**config.mk**
```make
export PLATFORM = sky130hd
export DESIGN_NAME = sent_tx_frame_gen_flat
export DESIGN_NICKNAME = d
export VERILOG_FILES = /design/src/rtl/sent_pkg.sv /design/src/rtl/sent_tx_frame_gen_if.sv /design/src/rtl/sent_tick_gen.sv /design/src/rtl/sent_tx_frame_gen.sv /design/src/flat_wrapper.sv
export SDC_FILE = /design/constraint.sdc
export NUM_CORES = 1
export LEC_CHECK = 0
export CAP_MARGIN = 0
export CORE_MARGIN = 5
export CORE_UTILIZATION = 59
export CTS_CLUSTER_DIAMETER = 30
export DETAILED_ROUTE_END_ITERATION = 7
export PLACE_DENSITY_LB_ADDON = 0.2
export SYNTH_ARGS = -nofsm -noshare
export SYNTH_HDL_FRONTEND = slang
export SYNTH_SLANG_ARGS = --single-unit
```
**constraint.sdc**
```tcl
create_clock -name clk_tx -period 5.75 [get_ports clk_tx]
set_input_delay 1.15 -clock clk_tx [delete_from_list [all_inputs] [get_ports clk_tx]]
set_output_delay 1.15 -clock clk_tx [all_outputs]
set_load 0.02 [all_outputs]
```
**src/rtl/sent_pkg.sv**
```systemverilog
// Shared SENT TX types: FSM states, tick constants, pause modes, CRC4.
// Imported by the interface, tick generator and frame generator.
package sent_pkg;

  typedef enum logic [2:0] {
    S_IDLE,
    S_SYNC,
    S_STATUS,
    S_DATA,
    S_CRC,
    S_PAUSE
  } state_e;

  localparam int unsigned SYNC_TICKS        = 56;
  localparam int unsigned NIBBLE_BASE_TICKS = 12;
  localparam int unsigned MIN_PAUSE_TICKS   = 12;

  localparam logic [1:0] PM_NONE  = 2'b00;
  localparam logic [1:0] PM_FIXED = 2'b01;
  localparam logic [1:0] PM_CONST = 2'b10;
  localparam logic [1:0] PM_RSVD  = 2'b11;

  function automatic logic [3:0] crc4_tab(input logic [3:0] i);
    logic [3:0] r;
    unique case (i)
      4'd0:  r = 4'd0;
      4'd1:  r = 4'd13;
      4'd2:  r = 4'd7;
      4'd3:  r = 4'd10;
      4'd4:  r = 4'd14;
      4'd5:  r = 4'd3;
      4'd6:  r = 4'd9;
      4'd7:  r = 4'd4;
      4'd8:  r = 4'd1;
      4'd9:  r = 4'd12;
      4'd10: r = 4'd6;
      4'd11: r = 4'd11;
      4'd12: r = 4'd15;
      4'd13: r = 4'd2;
      4'd14: r = 4'd8;
      default: r = 4'd5;
    endcase
    return r;
  endfunction

  // Status nibble is not part of the CRC; only the first n data nibbles are.
  function automatic logic [3:0] crc4_calc(
    input logic [31:0] d,
    input logic [2:0]  n
  );
    logic [3:0] c;
    c = 4'd5;
    for (int k = 0; k < 8; k++) begin
      if (k < int'(n)) c = crc4_tab(c) ^ d[4*k +: 4];
    end
    return crc4_tab(c);
  endfunction

endpackage

```
**src/rtl/sent_tx_frame_gen_if.sv**
```systemverilog
// Frame request bus between message formatter (master) and SENT TX (slave).
// Carries valid/ready handshake plus status, data nibbles and pause config.
interface sent_tx_frame_gen_if #(
  parameter int MAX_NIBBLES = 6
);
  import sent_pkg::*;

  logic                     frame_valid_i;
  logic                     frame_ready_o;
  logic [3:0]               status_i;
  logic [4*MAX_NIBBLES-1:0] data_i;
  logic [2:0]               num_nibbles_i;
  logic [1:0]               pause_mode_i;
  logic [11:0]              pause_len_i;
  logic [11:0]              frame_len_i;

  modport master (
    output frame_valid_i, status_i, data_i,
    output num_nibbles_i, pause_mode_i,
    output pause_len_i, frame_len_i,
    input  frame_ready_o
  );

  modport slave (
    input  frame_valid_i, status_i, data_i,
    input  num_nibbles_i, pause_mode_i,
    input  pause_len_i, frame_len_i,
    output frame_ready_o
  );

endinterface

```
**src/rtl/sent_tick_gen.sv**
```systemverilog
// SENT tick prescaler: one-clk tick_o every TICK_DIV clocks.
// Ports: clk_i, rst_ni, clr_i (sync restart), tick_o (strobe).
module sent_tick_gen #(
  parameter int TICK_DIV = 4
) (
  input  logic clk_i,
  input  logic rst_ni,
  input  logic clr_i,
  output logic tick_o
);

  localparam int CW = (TICK_DIV > 2) ? $clog2(TICK_DIV) : 1;
  localparam logic [CW-1:0] LAST = CW'(TICK_DIV - 1);

  logic [CW-1:0] cnt_q;

  // tick_o is not gated by clr_i: the frame FSM decides its ready
  // from the tick, and clr_i depends on ready.
  assign tick_o = (cnt_q == LAST);

  always_ff @(posedge clk_i or negedge rst_ni) begin
    if (!rst_ni) begin
      cnt_q <= '0;
    end else if (clr_i || cnt_q == LAST) begin
      cnt_q <= '0;
    end else begin
      cnt_q <= cnt_q + 1'b1;
    end
  end

endmodule

```
**src/rtl/sent_tx_frame_gen.sv**
```systemverilog
// SENT frame transmitter: sync, status, data, CRC4 and optional pause pulses.
// Ports: clk_tx, reset_n_tx, frm (slave bus), sent_o line, status outputs.
module sent_tx_frame_gen
  import sent_pkg::*;
#(
  parameter int MAX_NIBBLES = 6,
  parameter int TICK_DIV    = 4,
  parameter int LOW_TICKS   = 5
) (
  input  logic                clk_tx,
  input  logic                reset_n_tx,
  sent_tx_frame_gen_if.slave  frm,
  output logic                sent_o,
  output logic                busy_o,
  output logic                frame_done_o,
  output logic [3:0]          crc_o,
  output logic                cfg_err_o,
  output logic                pause_ovr_o
);

  localparam int DW = 4 * MAX_NIBBLES;
  localparam logic [11:0] SYNC_M1 = 12'(SYNC_TICKS - 1);
  localparam logic [11:0] NIB_M1  = 12'(NIBBLE_BASE_TICKS - 1);
  localparam logic [11:0] MINP    = 12'(MIN_PAUSE_TICKS);
  localparam logic [11:0] LOWT    = 12'(LOW_TICKS);
  localparam logic [2:0]  MAXN    = 3'(MAX_NIBBLES);

  state_e      state_q;
  logic [11:0] tcnt_q;
  logic [11:0] plen_m1_q;
  logic [11:0] elapsed_q;
  logic [2:0]  idx_q;
  logic [3:0]  status_q;
  logic [DW-1:0] data_q;
  logic [2:0]  num_q;
  logic [1:0]  mode_q;
  logic [11:0] pcfg_q;
  logic [11:0] flen_q;
  logic [3:0]  crc_q;
  logic        sent_q;
  logic        busy_q;
  logic        err_q;
  logic        ovr_q;

  logic        tick;
  logic        pulse_end;
  logic        pause_on;
  logic        last_clk;
  logic        accept;
  logic        good;
  logic [2:0]  idx_nxt;
  logic [11:0] e_now;
  logic [11:0] pause_ticks;
  logic        ovr_nxt;
  logic [3:0]  nib [MAX_NIBBLES];

  for (genvar k = 0; k < MAX_NIBBLES; k++) begin : g_nib
    assign nib[k] = data_q[4*k +: 4];
  end

  sent_tick_gen #(
    .TICK_DIV (TICK_DIV)
  ) u_tick (
    .clk_i  (clk_tx),
    .rst_ni (reset_n_tx),
    .clr_i  (accept),
    .tick_o (tick)
  );

  assign pause_on  = (mode_q == PM_FIXED) ||
                     (mode_q == PM_CONST);
  assign pulse_end = (state_q != S_IDLE) && tick &&
                     (tcnt_q == plen_m1_q);
  assign last_clk  = pulse_end &&
                     ((state_q == S_PAUSE) ||
                      (state_q == S_CRC && !pause_on));

  assign frm.frame_ready_o = (state_q == S_IDLE) || last_clk;
  assign accept = frm.frame_valid_i && frm.frame_ready_o;
  assign good   = (frm.num_nibbles_i != 3'd0) &&
                  (frm.num_nibbles_i <= MAXN);
  assign idx_nxt = idx_q + 3'd1;

  // Pause length, evaluated on the final tick of the CRC pulse,
  // so that tick is included in the elapsed count.
  always_comb begin
    e_now       = (&elapsed_q) ? elapsed_q : elapsed_q + 12'd1;
    ovr_nxt     = 1'b0;
    pause_ticks = MINP;
    if (mode_q == PM_CONST) begin
      if ({1'b0, flen_q} < {1'b0, e_now} + 13'd12) begin
        ovr_nxt = 1'b1;
      end else begin
        pause_ticks = flen_q - e_now;
      end
    end else if (pcfg_q > MINP) begin
      pause_ticks = pcfg_q;
    end
  end

  always_ff @(posedge clk_tx or negedge reset_n_tx) begin
    if (!reset_n_tx) begin
      state_q   <= S_IDLE;
      tcnt_q    <= '0;
      plen_m1_q <= '0;
      elapsed_q <= '0;
      idx_q     <= '0;
      status_q  <= '0;
      data_q    <= '0;
      num_q     <= '0;
      mode_q    <= PM_NONE;
      pcfg_q    <= '0;
      flen_q    <= '0;
      crc_q     <= '0;
      sent_q    <= 1'b1;
      busy_q    <= 1'b0;
      err_q     <= 1'b0;
      ovr_q     <= 1'b0;
    end else begin
      err_q <= accept && !good;
      if (tick && state_q != S_IDLE && !(&elapsed_q)) begin
        elapsed_q <= elapsed_q + 12'd1;
      end
      if (accept && good) begin
        status_q  <= frm.status_i;
        data_q    <= frm.data_i;
        num_q     <= frm.num_nibbles_i;
        mode_q    <= frm.pause_mode_i;
        pcfg_q    <= frm.pause_len_i;
        flen_q    <= frm.frame_len_i;
        crc_q     <= crc4_calc(32'(frm.data_i),
                               frm.num_nibbles_i);
        state_q   <= S_SYNC;
        tcnt_q    <= '0;
        plen_m1_q <= SYNC_M1;
        elapsed_q <= '0;
        idx_q     <= '0;
        ovr_q     <= 1'b0;
        sent_q    <= 1'b0;
        busy_q    <= 1'b1;
      end else if (pulse_end) begin
        tcnt_q <= '0;
        sent_q <= 1'b0;
        unique case (state_q)
          S_SYNC: begin
            state_q   <= S_STATUS;
            plen_m1_q <= NIB_M1 + {8'd0, status_q};
          end
          S_STATUS: begin
            state_q   <= S_DATA;
            idx_q     <= '0;
            plen_m1_q <= NIB_M1 + {8'd0, nib[0]};
          end
          S_DATA: begin
            if (idx_nxt == num_q) begin
              state_q   <= S_CRC;
              plen_m1_q <= NIB_M1 + {8'd0, crc_q};
            end else begin
              idx_q     <= idx_nxt;
              plen_m1_q <= NIB_M1 + {8'd0, nib[idx_nxt]};
            end
          end
          S_CRC: begin
            if (pause_on) begin
              state_q   <= S_PAUSE;
              plen_m1_q <= pause_ticks - 12'd1;
              ovr_q     <= ovr_nxt;
            end else begin
              state_q <= S_IDLE;
              sent_q  <= 1'b1;
              busy_q  <= 1'b0;
            end
          end
          default: begin
            state_q <= S_IDLE;
            sent_q  <= 1'b1;
            busy_q  <= 1'b0;
          end
        endcase
      end else if (tick && state_q != S_IDLE) begin
        tcnt_q <= tcnt_q + 12'd1;
        sent_q <= (tcnt_q + 12'd1) >= LOWT;
      end
    end
  end

  assign sent_o       = sent_q;
  assign busy_o       = busy_q;
  assign frame_done_o = last_clk;
  assign crc_o        = crc_q;
  assign cfg_err_o    = err_q;
  assign pause_ovr_o  = last_clk && ovr_q;

endmodule

```
**src/flat_wrapper.sv**
```systemverilog
// flat-port wrapper written by rule: the top's interface ports become plain ports
module sent_tx_frame_gen_flat import sent_pkg::*;
#(
  parameter int MAX_NIBBLES = 6,
  parameter int TICK_DIV    = 4,
  parameter int LOW_TICKS   = 5
)
  (clk_tx, reset_n_tx, sent_o, busy_o, frame_done_o, crc_o, cfg_err_o, pause_ovr_o, frm_frame_valid_i, frm_status_i, frm_data_i, frm_num_nibbles_i, frm_pause_mode_i, frm_pause_len_i, frm_frame_len_i, frm_frame_ready_o);
  sent_tx_frame_gen_if #(.MAX_NIBBLES(MAX_NIBBLES)) frm_i ();
  input  logic clk_tx;
  input  logic reset_n_tx;
  output logic sent_o;
  output logic busy_o;
  output logic frame_done_o;
  output logic [3:0] crc_o;
  output logic cfg_err_o;
  output logic pause_ovr_o;
  input wire logic [$bits(frm_i.frame_valid_i)-1:0] frm_frame_valid_i;
  input wire logic [$bits(frm_i.status_i)-1:0] frm_status_i;
  input wire logic [$bits(frm_i.data_i)-1:0] frm_data_i;
  input wire logic [$bits(frm_i.num_nibbles_i)-1:0] frm_num_nibbles_i;
  input wire logic [$bits(frm_i.pause_mode_i)-1:0] frm_pause_mode_i;
  input wire logic [$bits(frm_i.pause_len_i)-1:0] frm_pause_len_i;
  input wire logic [$bits(frm_i.frame_len_i)-1:0] frm_frame_len_i;
  output wire logic [$bits(frm_i.frame_ready_o)-1:0] frm_frame_ready_o;
  assign frm_i.frame_valid_i = frm_frame_valid_i;
  assign frm_i.status_i = frm_status_i;
  assign frm_i.data_i = frm_data_i;
  assign frm_i.num_nibbles_i = frm_num_nibbles_i;
  assign frm_i.pause_mode_i = frm_pause_mode_i;
  assign frm_i.pause_len_i = frm_pause_len_i;
  assign frm_i.frame_len_i = frm_frame_len_i;
  assign frm_frame_ready_o = frm_i.frame_ready_o;
  sent_tx_frame_gen #(.MAX_NIBBLES(MAX_NIBBLES), .TICK_DIV(TICK_DIV), .LOW_TICKS(LOW_TICKS)) u_core (.clk_tx(clk_tx), .reset_n_tx(reset_n_tx), .frm(frm_i), .sent_o(sent_o), .busy_o(busy_o), .frame_done_o(frame_done_o), .crc_o(crc_o), .cfg_err_o(cfg_err_o), .pause_ovr_o(pause_ovr_o));
endmodule
```
==> flow_summary_export.csv, run 1 <==
group,metric,value,unit
synth,syn_nets,1053,
synth,syn_inst,961,
outcome,status,"complete, no violations",
synth,ys_seq_area_share,34.6,%
worst_setup_path,crit_top_cell,"o21a_1",
clock_tree,cts_tree,"done",
floorplanning,floorplan.rows,42,
clock_tree,post_cts_resized,0,
global_routing,gr-total-overflow,0,
drt,routedWlPerCell,15.9,um
synth,yosysWarnings,0,
clock_tree,cts.sinks,109,
synth,synth_xor_area_share,14.1,%
timing,fin_crit,5.29,ns
global_routing,antenna_found_initial,0,
synth,synth.mux.area_fraction,3.71,%
worst_setup_path,worstReg2RegStart,"u_core.elapsed_q[0]",
timing,tightest_slew,0.805,ns
synth,syn_avg_cell_area,8.22,sq um
worst_setup_path,critPathLaunch,"u_core.elapsed_q[0]",
power,ir_drop,0.215,mV
drt,drt_wl_total,18.9,mm
drt,ant_nets,0,
floorplanning,initial_utilization,59.9,%
worst_setup_path,cp_num_cells,26,
floorplanning,io_pins,70,
timing,fin_skew,0.0107,ns
global_routing,grt_max_degree,56,
synth,synth_top_family_by_area,"simple AND/OR/NAND/NOR gates",
synth,async_reset_ff_share,100,%
cells_and_area,final_cell_mix,"nand2_1, dfrtp_1, nor2_1, clkdlybuf4s50_1, xnor2_1",
synth,syn_area,7900,sq um
timing,clock.fmax,189,MHz
timing,hold_viol,0,
timing,final.setup.tns,0,ns
clock_tree,cts_htree_levels,3,
power,power.density,415,nW/um^2
worst_setup_path,path_class,"flip-flop to flip-flop",
cells_and_area,area_growth,14.2,%
timing,setup_viol,0,
synth,yosys.area_share.simple,25.1,%
clock_tree,cts_root_buf,"clkbuf_16",
cells_and_area,drive_gt1_share,5.96,%
worst_setup_path,r2r_end,"u_core.plen_m1_q[4]",
worst_setup_path,start_kind,"flip-flop",
global_routing,grt_pass1_wl,31.1,mm
clock_tree,cts_buffers,9,
clock_tree,clkSlewWorstSetupHoldPaths,0.07,ns
cells_and_area,final_cell_count_no_fill,1183,
cells_and_area,final_common_cell,"nand2_1",
worst_setup_path,max_stage_delay,0.44,ns
synth,synth-compound-area-share,13.5,%
cells_and_area,fin_area,9020,sq um
placed_design,place_inst,1167,
cells_and_area,diodes,0,
floorplanning,design.die.area,15800,sq um
floorplanning,dieHeight,126,um
global_routing,grt_usage,24.0,%
worst_setup_path,crit_end,"u_core.plen_m1_q[4]",
flow_run,drv_cap,0,
clock_tree,post_cts_buffers,0,
synth,yosys.area_share.adder,5.17,%
drt,vias_per_cell,5.70,
timing,maxSlewViolCount,0,
floorplanning,core_area,13200,sq um
clock_tree,hold_buffers,0,
worst_setup_path,cp.required,5.99,ns
timing,rsz0062_at_grt,"no",
floorplanning,die_w,126,um
worst_setup_path,critical_path_arrival,5.53,ns
placed_design,hpwlAfterDp,14.3,mm
cells_and_area,nNetsFinal,1094,
drt,drt_pre_antenna_iters,7,
worst_setup_path,r2r_cells,26,
cells_and_area,fin_util,68.4,%
timing,finalCritPeriodShare,92.0,%
global_routing,grt_pass1_vias,6305,
worst_setup_path,crit_path_max_fanout,8,
synth,synth_edf_count,0,
worst_setup_path,r2r_slack,0.46,ns
timing,worst_hold_slack,0.438,ns
drt,drt_iter0_drc,553,
drt,drc,0,
worst_setup_path,critPathBufInv,2,
timing,max_slew_margin,46.2,%
clock_tree,clk_path_buf_depth,2,
power,leakage,4.08,nW
synth,synthDistinctLibCells,79,
hold_path,hold_path_class,"flip-flop to flip-flop",
worst_setup_path,critPathSlowestCell,"dfrtp_1",
synth,synth-seq-cells,109,
placed_design,dpl_cell_area,8670,sq um
worst_setup_path,end_kind,"flip-flop",
placed_design,gp_congestion,0.953,
synth,synth-main-ff-cell,"dfrtp_1",
drt,routed-via-count,6746,
clock_tree,insertion_delay,0.36,ns
worst_setup_path,cpLargestDelayFamily,"compound AO/OA/AOI/OAI gates",
placed_design,port_buffers,69,
-- kinds of logic after synthesis --
kind of cell,after synthesis
compound gates,167
xor+xnor,109
fa+ha+maj,32
buf+inv,74
flops,109
mux,23
simple gates,447
-- Yosys cell counts (4+ instances only) --
cell / n / share of area, %
a21oi_1: 34 / 2.2
a31oi_1: 4 / 0.32
and2_1: 8 / 0.63
and3_1: 8 / 0.63
clkbuf_1: 41 / 1.9
dfrtp_1: 108 / 34
ha_1: 31 / 4.9
inv_1: 23 / 1.1
mux2_2: 4 / 0.57
mux2i_1: 13 / 1.6
mux4_2: 4 / 1.1
nand2_1: 233 / 11
nand2b_1: 6 / 0.48
nand3_1: 30 / 1.9
nand3b_1: 4 / 0.38
nand4_1: 8 / 0.63
nor2_1: 81 / 3.9
nor2b_1: 11 / 0.87
nor3_1: 26 / 1.6
nor4_1: 6 / 0.48
o211ai_1: 13 / 1.2
o21a_1: 11 / 1.0
o21ai_0: 58 / 3.7
o21bai_1: 4 / 0.38
o31ai_1: 4 / 0.38
or2_2: 4 / 0.32
or3_1: 7 / 0.55
xnor2_1: 67 / 7.4
xnor3_1: 6 / 1.7
xor2_1: 28 / 3.1
xor2_2: 4 / 0.82
-- metal layers --
layer,routed length [um],vias to the layer above,track usage [%]
met5,0,-,0
met4,238,0,6.51
met3,1070,15,4.40
met2,8820,195,38.0
met1,8730,3189,34.0
li1,-,3347,-
-- flip-flops by register name (all words and copies together), names as in the netlist --
signal / count
u_core.data_q: 24
u_core.state_q: 3
u_core.u_tick.cnt_q: 2
u_core.busy_o: 1
u_core.tcnt_q: 12
u_core.plen_m1_q: 12
u_core.num_q: 3
u_core.elapsed_q: 12
u_core.pcfg_q: 12
u_core.mode_q: 2
u_core.status_q: 4
u_core.flen_q: 12
u_core.sent_o: 1
u_core.ovr_q: 1
u_core.cfg_err_o: 1
u_core.crc_o: 4
u_core.idx_q: 3
-- area by class of cell --
| class | count | area, sq um |
|---|---|---|
| clock buffers | 10 | 239 |
| clock inverters | 6 | 109 |
| fillers | 1079 | 4170 |
| inverters | 24 | 90.1 |
| multi-input cells | 778 | 4860 |
| flip-flops and latches | 109 | 2730 |
| well taps | 176 | 220 |
| repair buffers | 80 | 771 |
-- worst min path at each step --
stage | start | endpoint | cells after the start
floorplan | u_core.u_tick.cnt_q[0] | u_core.u_tick.cnt_q[0] | 1
global placement | u_core.u_tick.cnt_q[0] | u_core.u_tick.cnt_q[0] | 1
detailed placement | u_core.u_tick.cnt_q[0] | u_core.u_tick.cnt_q[0] | 1
CTS | u_core.u_tick.cnt_q[0] | u_core.u_tick.cnt_q[0] | 1
global route | u_core.u_tick.cnt_q[0] | u_core.u_tick.cnt_q[0] | 1
finish | u_core.u_tick.cnt_q[0] | u_core.u_tick.cnt_q[0] | 1
-- per-stage QoR --
stage               total power [mW]  setup slack, ns
finish                          3.74            0.463
global route                    4.01         0.000343
CTS                             3.74            0.501
detailed placement              3.01            0.325
global placement                2.98            0.451
floorplan                       2.56            0.516
-- worst reg2reg max path, stage by stage, from the launching register on --
cell      delay (ns)
dfrtp_1         0.44
ha_1            0.25
nand3_1         0.16
nor2_1          0.17
nand4_1         0.24
or2_2           0.42
nand2_1         0.09
nand2_1         0.11
inv_1           0.09
ha_1            0.22
nor2b_1         0.14
o21a_1          0.16
o21a_1          0.16
o21a_1          0.16
o21a_1          0.16
o21a_1          0.17
o21a_1          0.17
o211ai_1        0.27
a21boi_1        0.15
a32o_1          0.33
inv_1           0.07
ha_1            0.14
o21ai_0         0.18
nor2_1          0.18
mux2_2          0.35
o21ai_0         0.13
o21ai_0         0.09
-- where the power goes --
group | switching [mW] | internal [mW] | leakage, nW
Combinational | 1.01 | 0.897 | 2.57
Clock | 0.280 | 0.438 | 0.173
Sequential | 0.193 | 0.918 | 1.34
No activity file was read; power rests on OpenSTA's default activity.
==> run 2: changes to the inputs <==
- CAP_MARGIN: 0 -> unset
- CORE_MARGIN: 5 -> 2
- CORE_UTILIZATION: 59 -> 65
- DONT_BUFFER_PORTS: unset -> 1
==> flow_summary_export.csv, run 2 (synthesized netlist as in run 1, its figures left out) <==
group,metric,value,unit
outcome,status,"complete, no violations",
drt,vias_per_cell,6.10,
floorplanning,floorplan.rows,40,
timing,clock.fmax,185,MHz
worst_setup_path,max_stage_delay,0.45,ns
timing,final.setup.tns,0,ns
clock_tree,cts_root_buf,"clkbuf_16",
cells_and_area,regArea,2730,sq um
worst_setup_path,start_kind,"flip-flop",
floorplanning,initial_utilization,66.3,%
worst_setup_path,cp.required,5.98,ns
timing,setup_viol,0,
drt,drt_wl_total,19.1,mm
placed_design,hpwlAfterDp,14.5,mm
power,leakage,3.76,nW
timing,max_slew_margin,42.8,%
cells_and_area,fin_util,69.1,%
cells_and_area,regMostFlops,"u_core.data_q",
global_routing,grt_max_degree,110,
global_routing,antenna_found_initial,0,
floorplanning,die_w,114,um
placed_design,gp_congestion,0.902,
global_routing,grt_pass1_vias,6445,
cells_and_area,multi_input_area,4870,sq um
cells_and_area,largest_reg_flops,24,
worst_setup_path,critical_path_arrival,5.63,ns
cells_and_area,fin_area,8230,sq um
worst_setup_path,r2r_slack,0.35,ns
timing,tightest_slew,0.851,ns
cells_and_area,final_cell_count_no_fill,1080,
timing,hold_viol,0,
placed_design,place_inst,1063,
clock_tree,cts_tree,"done",
floorplanning,io_pins,70,
drt,routed-via-count,6593,
drt,routedWlPerCell,17.7,um
global_routing,gr-total-overflow,0,
worst_setup_path,path_class,"flip-flop to flip-flop",
hold_path,hold_path_class,"flip-flop to flip-flop",
cells_and_area,final_common_cell,"nand2_1",
drt,drc,0,
power,total_power,3.61,mW
clock_tree,cts.sinks,109,
global_routing,grt_usage,30.8,%
worst_setup_path,crit_top_cell,"o21a_1",
drt,drt_iter0_drc,592,
placed_design,port_buffers,0,
timing,worst_hold_slack,0.445,ns
timing,fin_crit,5.40,ns
timing,fin_ws,0.353,ns
floorplanning,design.die.area,13000,sq um
timing,rsz0062_at_grt,"no",
worst_setup_path,crit_path_max_fanout,8,
cells_and_area,diodes,0,
power,ir_drop,0.289,mV
drt,ant_nets,0,
clock_tree,insertion_delay,0.36,ns
cells_and_area,final_cell_mix,"nand2_1, dfrtp_1, nor2_1, xnor2_1, o21ai_0",
timing,fin_skew,0.00811,ns
floorplanning,dieHeight,114,um
cells_and_area,nNetsFinal,1020,
clock_tree,cts_htree_levels,3,
placed_design,preCtsSetupSlack,0.309,ns
floorplanning,core_area,11900,sq um
clock_tree,cts_buffers,9,
clock_tree,clkSlewWorstSetupHoldPaths,0.07,ns
cells_and_area,drive_gt1_share,6.00,%
global_routing,grt_pass1_wl,31.4,mm
clock_tree,clk_path_buf_depth,2,
timing,maxSlewViolCount,0,
cells_and_area,area_growth,4.22,%
flow_run,drv_cap,0,
drt,drt_pre_antenna_iters,5,
placed_design,dpl_cell_area,7900,sq um
timing,finalCritPeriodShare,93.9,%
cells_and_area,num-fill-cells,987,
worst_setup_path,end_kind,"flip-flop",
power,power.density,439,nW/um^2
worst_setup_path,critPathSlowestCell,"dfrtp_1",
run 2: cell type report:
class                      instances  share of cell area [%]
multi-input combinational        778                    59.2
sequential                       109                    33.2
clock buffer                       9                    2.74
tap                              147                    2.24
inverter                          24                    1.09
clock inverter                     7                    1.00
timing repair buffer               6                   0.547
run 2: repair_timing:
| item | 4_1_cts | 5_1_grt |
|---|---|---|
| setup endpoints to repair | 0 | 7 |
| buffers inserted | 0 | 1 |
| resized for setup | 0 | 4 |
| hold buffers | 0 | 0 |
run 2: final timing paths:
kind / depth (start not counted) / end / startpoint
setup / recovery: 26 / u_core.plen_m1_q[4] / u_core.elapsed_q[0]
hold / removal: 1 / u_core.u_tick.cnt_q[0] / u_core.u_tick.cnt_q[0]
setup reg to reg: 26 / u_core.plen_m1_q[4] / u_core.elapsed_q[0]
hold reg to reg: 1 / u_core.u_tick.cnt_q[0] / u_core.u_tick.cnt_q[0]
max in group asynchronous: 0 / u_core.sent_o / reset_n_tx
min in group asynchronous: 0 / u_core.data_q[9] / reset_n_tx
run 2: power breakdown:
part | total [mW] | switching (mW) | internal (mW) | leakage, nW
Clock | 0.646 | 0.302 | 0.344 | 0.144
Sequential | 1.13 | 0.214 | 0.918 | 1.34
Combinational | 1.84 | 1.00 | 0.834 | 2.28
Total | 3.61 | 1.52 | 2.10 | 3.76
run 2: worst max-delay path, delay by kind of cell (launching register included):
family / cells / cell delay [ns]
compound gates: 12 / 2.25
buf+inv: 2 / 0.14
mux: 1 / 0.34
simple gates: 8 / 1.48
fa+ha+maj: 3 / 0.61
flops: 1 / 0.45
run 2: layer usage:
layer | routed length [um] | global-route usage (%) | vias up
li1 | - | - | 3198
met1 | 8350 | 40.9 | 3149
met2 | 8930 | 49.1 | 213
met3 | 1370 | 7.99 | 33
met4 | 444 | 10.8 | 0
met5 | 0 | 0 | -
